--- src/rtl/device_regs_bank.sv ---
// device_regs_bank
//   Parametrised device register bank between the host register bus and
//   device logic.
//
//   Register map:
//     0 .. NUM_REGS-1 : general R/W registers, exported on reg_out
//     NUM_REGS        : STATUS, sticky bits set by hw_event, cleared by writing 1
//     NUM_REGS+1      : INT_MASK
//     NUM_REGS+2      : LOCK, present only when DEVICE_REGS_WLOCK_EN is defined
//     anything higher : unmapped
//
//   Optional feature macro: DEVICE_REGS_WLOCK_EN (write lock register).
//
//   Bus strobe semantics:
//     - write_en and read_en are single-cycle strobes. Each one is sampled at a
//       posedge and is acted on at that same edge; there is no backpressure.
//     - A read sampled at edge N drives read_data and read_valid at edge N.
//       The value returned is the state before any write in that same cycle.
//     - read_valid is high for exactly one cycle per accepted read. read_data
//       holds its value while read_en is low.
//     - addr_err is a one-cycle pulse for an access to an unmapped address, or
//       for a write that is blocked by the lock. If both strobes are high in
//       the same cycle, only one pulse is produced.
module device_regs_bank #(
  parameter int NUM_REGS = 4,
  parameter int DATA_W   = 8,
  parameter int ADDR_W   = 4
) (
  input  logic                       clk,
  input  logic                       reset,
  input  logic [ADDR_W-1:0]          address,
  input  logic                       write_en,
  input  logic [DATA_W-1:0]          data_in,
  input  logic                       read_en,
  output logic [DATA_W-1:0]          read_data,
  output logic                       read_valid,
  output logic                       addr_err,
  input  logic [DATA_W-1:0]          hw_event,
  output logic                       irq,
  output logic [NUM_REGS*DATA_W-1:0] reg_out
);

  // Addresses are compared at the full address width, so indices never alias.
  localparam logic [ADDR_W-1:0] STATUS_ADDR = ADDR_W'(NUM_REGS);
  localparam logic [ADDR_W-1:0] MASK_ADDR   = ADDR_W'(NUM_REGS + 1);
`ifdef DEVICE_REGS_WLOCK_EN
  localparam logic [ADDR_W-1:0] LOCK_ADDR   = ADDR_W'(NUM_REGS + 2);
`endif

  logic [DATA_W-1:0] gen_q [NUM_REGS];
  logic [DATA_W-1:0] status_q;
  logic [DATA_W-1:0] int_mask_q;
  logic              locked;

  logic [NUM_REGS-1:0] sel_gen;
  logic                sel_status;
  logic                sel_mask;
  logic                sel_lock;
  logic                mapped;
  logic                wr_blocked;
  logic [DATA_W-1:0]   rd_value;
  logic [DATA_W-1:0]   w1c_bits;
  logic                addr_err_d;

`ifdef DEVICE_REGS_WLOCK_EN
  logic lock_q;

  // Lock bit: writing 1 sets it, and only a reset clears it.
  always_ff @(posedge clk) begin
    if (reset) begin
      lock_q <= 1'b0;
    end else if (write_en && sel_lock && data_in[0]) begin
      lock_q <= 1'b1;
    end
  end

  assign locked = lock_q;
`else
  assign locked = 1'b0;
`endif

  // Address decode, read mux and error detection for the current access.
  always_comb begin
    sel_gen    = '0;
    sel_status = 1'b0;
    sel_mask   = 1'b0;
    sel_lock   = 1'b0;
    rd_value   = '0;
    w1c_bits   = '0;
    for (int i = 0; i < NUM_REGS; i++) begin
      if (address == ADDR_W'(i)) begin
        sel_gen[i] = 1'b1;
        rd_value   = gen_q[i];
      end
    end
    if (address == STATUS_ADDR) begin
      sel_status = 1'b1;
      rd_value   = status_q;
    end
    if (address == MASK_ADDR) begin
      sel_mask = 1'b1;
      rd_value = int_mask_q;
    end
`ifdef DEVICE_REGS_WLOCK_EN
    if (address == LOCK_ADDR) begin
      sel_lock = 1'b1;
      rd_value = DATA_W'(lock_q);
    end
`endif
    mapped = (|sel_gen) | sel_status | sel_mask | sel_lock;
    // The lock protects the general registers and INT_MASK only. STATUS
    // clears are still allowed while locked.
    wr_blocked = write_en & locked & ((|sel_gen) | sel_mask);
    addr_err_d = ((write_en | read_en) & ~mapped) | wr_blocked;
    if (write_en && sel_status) begin
      w1c_bits = data_in;
    end
  end

  // General registers load data_in on an unblocked write to their address.
  always_ff @(posedge clk) begin
    for (int i = 0; i < NUM_REGS; i++) begin
      if (reset) begin
        gen_q[i] <= '0;
      end else if (write_en && sel_gen[i] && !locked) begin
        gen_q[i] <= data_in;
      end
    end
  end

  // STATUS: an event sets a bit and a host write of 1 clears it. If both
  // happen on the same bit in the same cycle, the event wins.
  always_ff @(posedge clk) begin
    if (reset) begin
      status_q <= '0;
    end else begin
      status_q <= (status_q & ~w1c_bits) | hw_event;
    end
  end

  // INT_MASK is a plain register that is subject to the lock.
  always_ff @(posedge clk) begin
    if (reset) begin
      int_mask_q <= '0;
    end else if (write_en && sel_mask && !locked) begin
      int_mask_q <= data_in;
    end
  end

  // Registered read port. An unmapped read returns 0 but still completes.
  always_ff @(posedge clk) begin
    if (reset) begin
      read_data  <= '0;
      read_valid <= 1'b0;
      addr_err   <= 1'b0;
    end else begin
      read_valid <= read_en;
      addr_err   <= addr_err_d;
      if (read_en) begin
        read_data <= mapped ? rd_value : '0;
      end
    end
  end

  // irq follows the committed STATUS and INT_MASK values one cycle later.
  always_ff @(posedge clk) begin
    if (reset) begin
      irq <= 1'b0;
    end else begin
      irq <= |(status_q & int_mask_q);
    end
  end

  // Flatten the general registers onto reg_out.
  for (genvar g = 0; g < NUM_REGS; g++) begin : g_reg_out
    assign reg_out[g*DATA_W +: DATA_W] = gen_q[g];
  end

endmodule

--- config.mk ---
export PLATFORM = sky130hd
export DESIGN_NAME = device_regs_bank
export DESIGN_NICKNAME = d
export VERILOG_FILES = /design/src/rtl/device_regs_bank.sv
export SDC_FILE = /design/constraint.sdc
export NUM_CORES = 1
export LEC_CHECK = 0
export CAP_MARGIN = 20
export CORE_MARGIN = 8
export CORE_UTILIZATION = 35
export CTS_CLUSTER_SIZE = 30
export DETAILED_ROUTE_END_ITERATION = 10
export HOLD_SLACK_MARGIN = 0.06
export PLACE_DENSITY = 0.61
export SLEW_MARGIN = 40
export SYNTH_ARGS = -nofsm -noshare
export SYNTH_HDL_FRONTEND = slang
export SYNTH_SLANG_ARGS = --single-unit
--- constraint.sdc ---
create_clock -name clk -period 3.05 [get_ports clk]
set_input_delay 0.61 -clock clk [delete_from_list [all_inputs] [get_ports clk]]
set_output_delay 0.61 -clock clk [all_outputs]
set_load 0.01 [all_outputs]
==> flow_summary_export.csv, run 1 <==
group,metric,value,unit
die,num_rows,32,
cells_and_area,final_common_cell,"clkdlybuf4s50_1",
worst_setup_path,crit_path_max_incr_delay,0.67,ns
place,place_area,3540,µm²
worst_setup_path,crit_chain,"clkdlybuf4s50_1 -> or4b_1 -> buf_4 -> nor3_1",
cells_and_area,antenna_cells,0,
yosys,synth.ff_latch_count,59,
global_routing,globalRouteTotalUtil,14.4,%
cells_and_area,utilization,48.2,%
drt,drc,0,
pwr,p_per_area,472,nW/µm²
drt,first_iter_violations,170,
pwr,pwr-share-seq,51.5,%
place,dp_cells,423,
worst_setup_path,worst-r2r-setup-slack,1.97,ns
worst_setup_path,worst_setup_path_end_kind,"register",
timing,hold_viol,0,
yosys,syn_avg_cell_area,10.4,µm²
timing,final.setup_skew,0.00472,ns
timing,fin_crit_sh,72.9,%
global_routing,grt-ovfl-total,0,
pwr,finalPower,0.00175,W
worst_hold_path,hold_path_class,"register to register",
cells_and_area,most-common-layout-cells,"clkdlybuf4s50_1 (66), edfxtp_1 (32), dfxtp_1 (27)",
die,core_area,7690,µm²
place,io_buffers,66,
worst_setup_path,crit_type,"primary input to register",
yosys,syn_inst,266,
die,start_util,36.0,%
worst_setup_path,setup.worst_path.start_class,"primary input",
pwr,power_frac_clock,33.9,%
yosys,synthesis.nets,290,
die,die_w,105,µm
drt,antenna_left,0,
global_routing,grt_max_degree,32,
drt,wire_per_inst,18.2,µm
clock_network,cts.sinks,59,
drt,num_vias,2296,
cells_and_area,drive_gt1_share,10.1,%
pwr,internal-power,0.00131,W
clock_network,cts.repair.resized,0,
yosys,postSynth.asyncResetShare,0,%
timing,rsz0062_at_grt,"no",
cells_and_area,final_cells,439,
drt,drt_wl_total,7980,µm
cells_and_area,layout.nets,356,
clock_network,cts_tree,"built",
place,hpwl,6070,µm
pwr,swShare,24.9,%
yosys,yosysSeqAreaShare,54.3,%
timing,final_max_slew_viol_count,0,
yosys,synth.distinct_cells,33,
run,maxCapViolations,0,
pwr,vdd_ir_drop_max,0.000252,V
global_routing,grt_pass1_vias,2331,
worst_setup_path,slowest_stage,"or4b_1",
timing,maxSlewHeadroom,53.9,%
global_routing,grt_pass1_wl,12400,µm
clock_network,cts_buffer_depth,2,
yosys,synth_ff_type,"edfxtp_1",
run_status,status,"finished clean",
drt,via_per_inst,5.23,
die,die_height,105,µm
yosys,synth_area,2770,µm²
drt,first_pass_iters,5,
cells_and_area,fin_area,3700,µm²
pwr,p_sw,0.000435,W
yosys,synth_edf_count,32,
worst_setup_path,arrival,2.35,ns
clock_network,cts_buffers,9,
die,boundaryPins,67,
worst_setup_path,worstPathRequired,3.18,ns
global_routing,antenna_found_initial,0,
pwr,p_leak,1.30,nW
timing,period_minus_slack,2.22,ns
clock_network,postCtsSetupBuffers,0,
clock_network,htree_levels,3,
clock_network,clk_pin_slew_worst_paths,0.06,ns
timing,clock.fmax,450,MHz
cells_and_area,area_growth_syn_to_layout,33.9,%
clock_network,hold_buffers,0,
place,gp_congestion,0.854,
timing,tightest_slew,0.691,ns
pwr,combPwrFrac,14.6,%
die,die_area,11000,µm²
clock_network,cts_root_buffer,"clkbuf_8",
timing,setup_tns,0,ns
worst_setup_path,crit_fanout,24,
clock_network,clock_latency,0.33,ns
timing,setup_viol,0,
yosys,synth-warning-count,0,
## critical path: cells and delay by family
kind / cells / cell delay, ns
simple gates: 2 / 0.93
buf+inv: 2 / 0.81
## cells in the mapped netlist (9+ instances only)
| library cell | count | area share, % |
|---|---|---|
| a21oi_1 | 26 | 4.7 |
| dfxtp_1 | 27 | 20 |
| nor2_1 | 9 | 1.2 |
| nor3_1 | 26 | 4.7 |
| nor2b_1 | 10 | 2.3 |
| mux2i_1 | 9 | 3.3 |
| inv_1 | 17 | 2.3 |
| clkbuf_1 | 10 | 1.4 |
| edfxtp_1 | 32 | 35 |
## flip-flops by register name, indices dropped and copies added (netlist names)
name and cells:
gen_q 32, int_mask_q 8, read_data 8, status_q 8, addr_err 1, irq 1
read_valid 1
## final cells by class
type | instances | area, µm²
Timing Repair Buffer | 76 | 736
Clock buffer | 13 | 149
Multi-Input combinational cell | 169 | 1110
Clock inverter | 3 | 13.8
Tap cell | 102 | 128
Inverter | 17 | 63.8
Fill cell | 723 | 3990
Sequential cell | 59 | 1500
## cells by family (layout without fill, tap and decap cells)
group,after synthesis,in the layout,share of synthesized area (%)
buffers and inverters,38,109,5.52
multiplexers,17,17,6.52
AND/OR/NAND/NOR,78,78,16.5
flip-flops,59,59,54.3
AO/OA/AOI/OAI,74,74,17.2
## worst paths after layout
path	from	to	cells past startpoint
hold / removal	int_mask_q[1]$_SDFFE_PP0P_	int_mask_q[1]$_SDFFE_PP0P_	2
setup reg to reg	gen_q[1][4]$_SDFFCE_PN0P_	read_data[4]$_SDFFE_PP0P_	3
setup / recovery	address[3]	gen_q[0][0]$_SDFFCE_PN0P_	4
hold reg to reg	int_mask_q[1]$_SDFFE_PP0P_	int_mask_q[1]$_SDFFE_PP0P_	2
## stage by stage
step	setup slack, ns	hold slack, ns
6_report	0.825	0.492
5_1_grt	0.773	0.511
4_1_cts	0.858	0.493
3_5_place_dp	0.512	0.484
3_3_place_gp	0.536	0.476
2_1_floorplan	1.14	0.461
## layer usage
layer  vias up  wire, µm  part of all wire (%)  global-route usage [%]
li1       1117         -                     -                       -
met1      1085      3340                    42                    16.0
met2        77      3950                    49                    24.3
met3        17       457                   5.7                    4.61
met4         0       232                   2.9                    6.93
met5         -         0                     0                       0
## power groups by stage
stage / Sequential, W / Combinational (W) / Clock [W]
global route: 0.000905 / 0.000272 / 0.000639
CTS: 0.000900 / 0.000257 / 0.000602
detailed placement: 0.000917 / 0.000256 / 0
finish: 0.000900 / 0.000256 / 0.000592
floorplan: 0.000926 / 0.000105 / 0
global placement: 0.000918 / 0.000255 / 0
No activity file was read; power rests on OpenSTA's default activity.
==> run 2, diff against run 1 <==
PLACE_DENSITY = 0.63   (was 0.61)
clock period = 1.9 ns   (was 3.05 ns; I/O delays follow)
==> run 2 against run 1 <==
  * Hold slack better by 0.0045 ns
  * Combinational power grew 76%
  * Worst setup slack got worse by 0.73 ns
  * Routed wire length up 8.6%
  * Global-route usage grew 1.5 points
  * Total power rose by 64%
  * Die area unchanged
  * First-iteration DRC count shrank 44%
  * Utilization grew 1.8 points
  * Critical endpoint is now read_data[6]$_SDFFE_PP0P_
  * Largest power group unchanged
==> flow_summary_export.csv, run 2 (synthesized netlist as in run 1, its figures left out) <==
group,metric,value,unit
cells_and_area,area_growth_syn_to_layout,38.8,%
drt,antenna_left,0,
cells_and_area,largest_reg_flops,32,
worst_setup_path,setup.worst_path.start_class,"primary input",
clock_network,postCtsSetupBuffers,0,
worst_setup_path,worst-r2r-setup-slack,0.82,ns
cells_and_area,utilization,49.9,%
clock_network,cts_tree,"built",
run,maxCapViolations,0,
place,hpwl,6400,µm
timing,tightest_slew,0.355,ns
drt,via_per_inst,5.26,
global_routing,globalRouteTotalUtil,15.9,%
place,place_worst_setup_slack,-0.230,ns
timing,clock.fmax,555,MHz
worst_setup_path,worst_setup_path_end_kind,"register",
cells_and_area,antenna_cells,0,
cells_and_area,most-common-layout-cells,"clkdlybuf4s50_1 (66), edfxtp_1 (32), dfxtp_1 (27)",
global_routing,grt_pass1_wl,13600,µm
timing,setup_tns,0,ns
worst_setup_path,r2r_cells,3,
timing,maxSlewHeadroom,76.3,%
cells_and_area,fin_area,3840,µm²
cells_and_area,final_common_cell,"clkdlybuf4s50_1",
cells_and_area,layout.nets,369,
pwr,p_leak,1.38,nW
clock_network,clk_pin_slew_worst_paths,0.07,ns
global_routing,antenna_found_initial,0,
cells_and_area,drive_gt1_share,13.4,%
clock_network,cts_buffers,9,
cells_and_area,top_register,"gen_q",
pwr,vdd_ir_drop_max,0.000263,V
worst_setup_path,crit_type,"primary input to register",
clock_network,hold_buffers,0,
pwr,p_per_area,748,nW/µm²
die,num_rows,32,
place,io_buffers,66,
worst_setup_path,crit_fanout,14,
drt,drc,0,
clock_network,cts_buffer_depth,2,
die,start_util,36.0,%
clock_network,cts_root_buffer,"clkbuf_8",
die,die_area,11000,µm²
clock_network,cts.repair.resized,0,
drt,wire_per_inst,19.2,µm
worst_setup_path,worstPathRequired,2.15,ns
global_routing,grt_pass1_vias,2428,
timing,period_minus_slack,1.80,ns
drt,drt_wl_total,8670,µm
cells_and_area,num-fill-cells,732,
timing,final.setup_skew,0.00616,ns
die,core_area,7690,µm²
place,place_area,3670,µm²
die,die_w,105,µm
clock_network,cts.sinks,59,
die,die_height,105,µm
timing,final.setup.worst_slack,0.0980,ns
die,boundaryPins,67,
drt,num_vias,2377,
timing,setup_viol,0,
clock_network,htree_levels,3,
place,gp_congestion,0.844,
timing,hold_viol,0,
timing,final_max_slew_viol_count,0,
global_routing,grt_max_degree,32,
drt,first_iter_violations,95,
run_status,status,"finished clean",
worst_hold_path,hold_path_class,"register to register",
worst_setup_path,arrival,2.05,ns
timing,fin_crit_sh,94.8,%
timing,rsz0062_at_grt,"no",
global_routing,grt-ovfl-total,0,
worst_hold_path,hold_depth,2,
drt,first_pass_iters,4,
clock_network,clock_latency,0.33,ns
==> run 2: changes by cell type in the layout (fill, tap and decap cells not counted) <==
| cell | change |
|---|---|
| buf_12 | +3 |
| buf_4 | +10 |
==> run 2: metal layers <==
metal	part of all wire [%]	vias to the layer above	GRT usage (%)
met5	0	-	0
met1	45	1140	19.8
met4	3.0	0	8.87
li1	-	1140	-
met2	47	81	24.8
met3	5.7	16	3.75
==> run 2: cell type report <==
| type | count | area (µm²) | share of cell area (%) |
|---|---|---|---|
| clock buffers | 13 | 149 | 3.88 |
| clock inverters | 3 | 13.8 | 0.359 |
| inverters | 17 | 63.8 | 1.66 |
| multi-input cells | 169 | 1110 | 29.0 |
| flip-flops and latches | 59 | 1500 | 39.1 |
| well taps | 102 | 128 | 3.33 |
| repair buffers | 89 | 871 | 22.7 |
==> run 2: path summary, 6_finish.rpt <==
path                                  start                         to
setup reg to reg  gen_q[1][4]$_SDFFCE_PN0P_  read_data[4]$_SDFFE_PP0P_
hold reg to reg      status_q[0]$_SDFF_PP0_     status_q[0]$_SDFF_PP0_
setup / recovery                 address[2]  read_data[6]$_SDFFE_PP0P_
hold / removal       status_q[0]$_SDFF_PP0_     status_q[0]$_SDFF_PP0_
==> run 2: metrics by stage <==
stage / total power, W / cells / hold slack (ns)
6_report: 0.00287 / 452 / 0.496
5_1_grt: 0.00297 / 452 / 0.521
4_1_cts: 0.00289 / 452 / 0.494
3_5_place_dp: 0.00192 / 436 / 0.485
3_3_place_gp: 0.00192 / 436 / 0.479
2_1_floorplan: 0.00165 / 266 / 0.452
==> run 2: power by group <==
part	total (W)	leakage [nW]	switching, W	internal (W)
registers	0.00144	0.527	0.0000380	0.00141
logic	0.000450	0.764	0.000225	0.000226
clock network	0.000977	0.0848	0.000476	0.000502
==> run 2: worst max-delay path, cell delays in order <==
cell	delay [ns]
clkdlybuf4s50_1	0.47
buf_4	0.19
or3b_1	0.51
o22a_1	0.29
a211oi_1	0.20
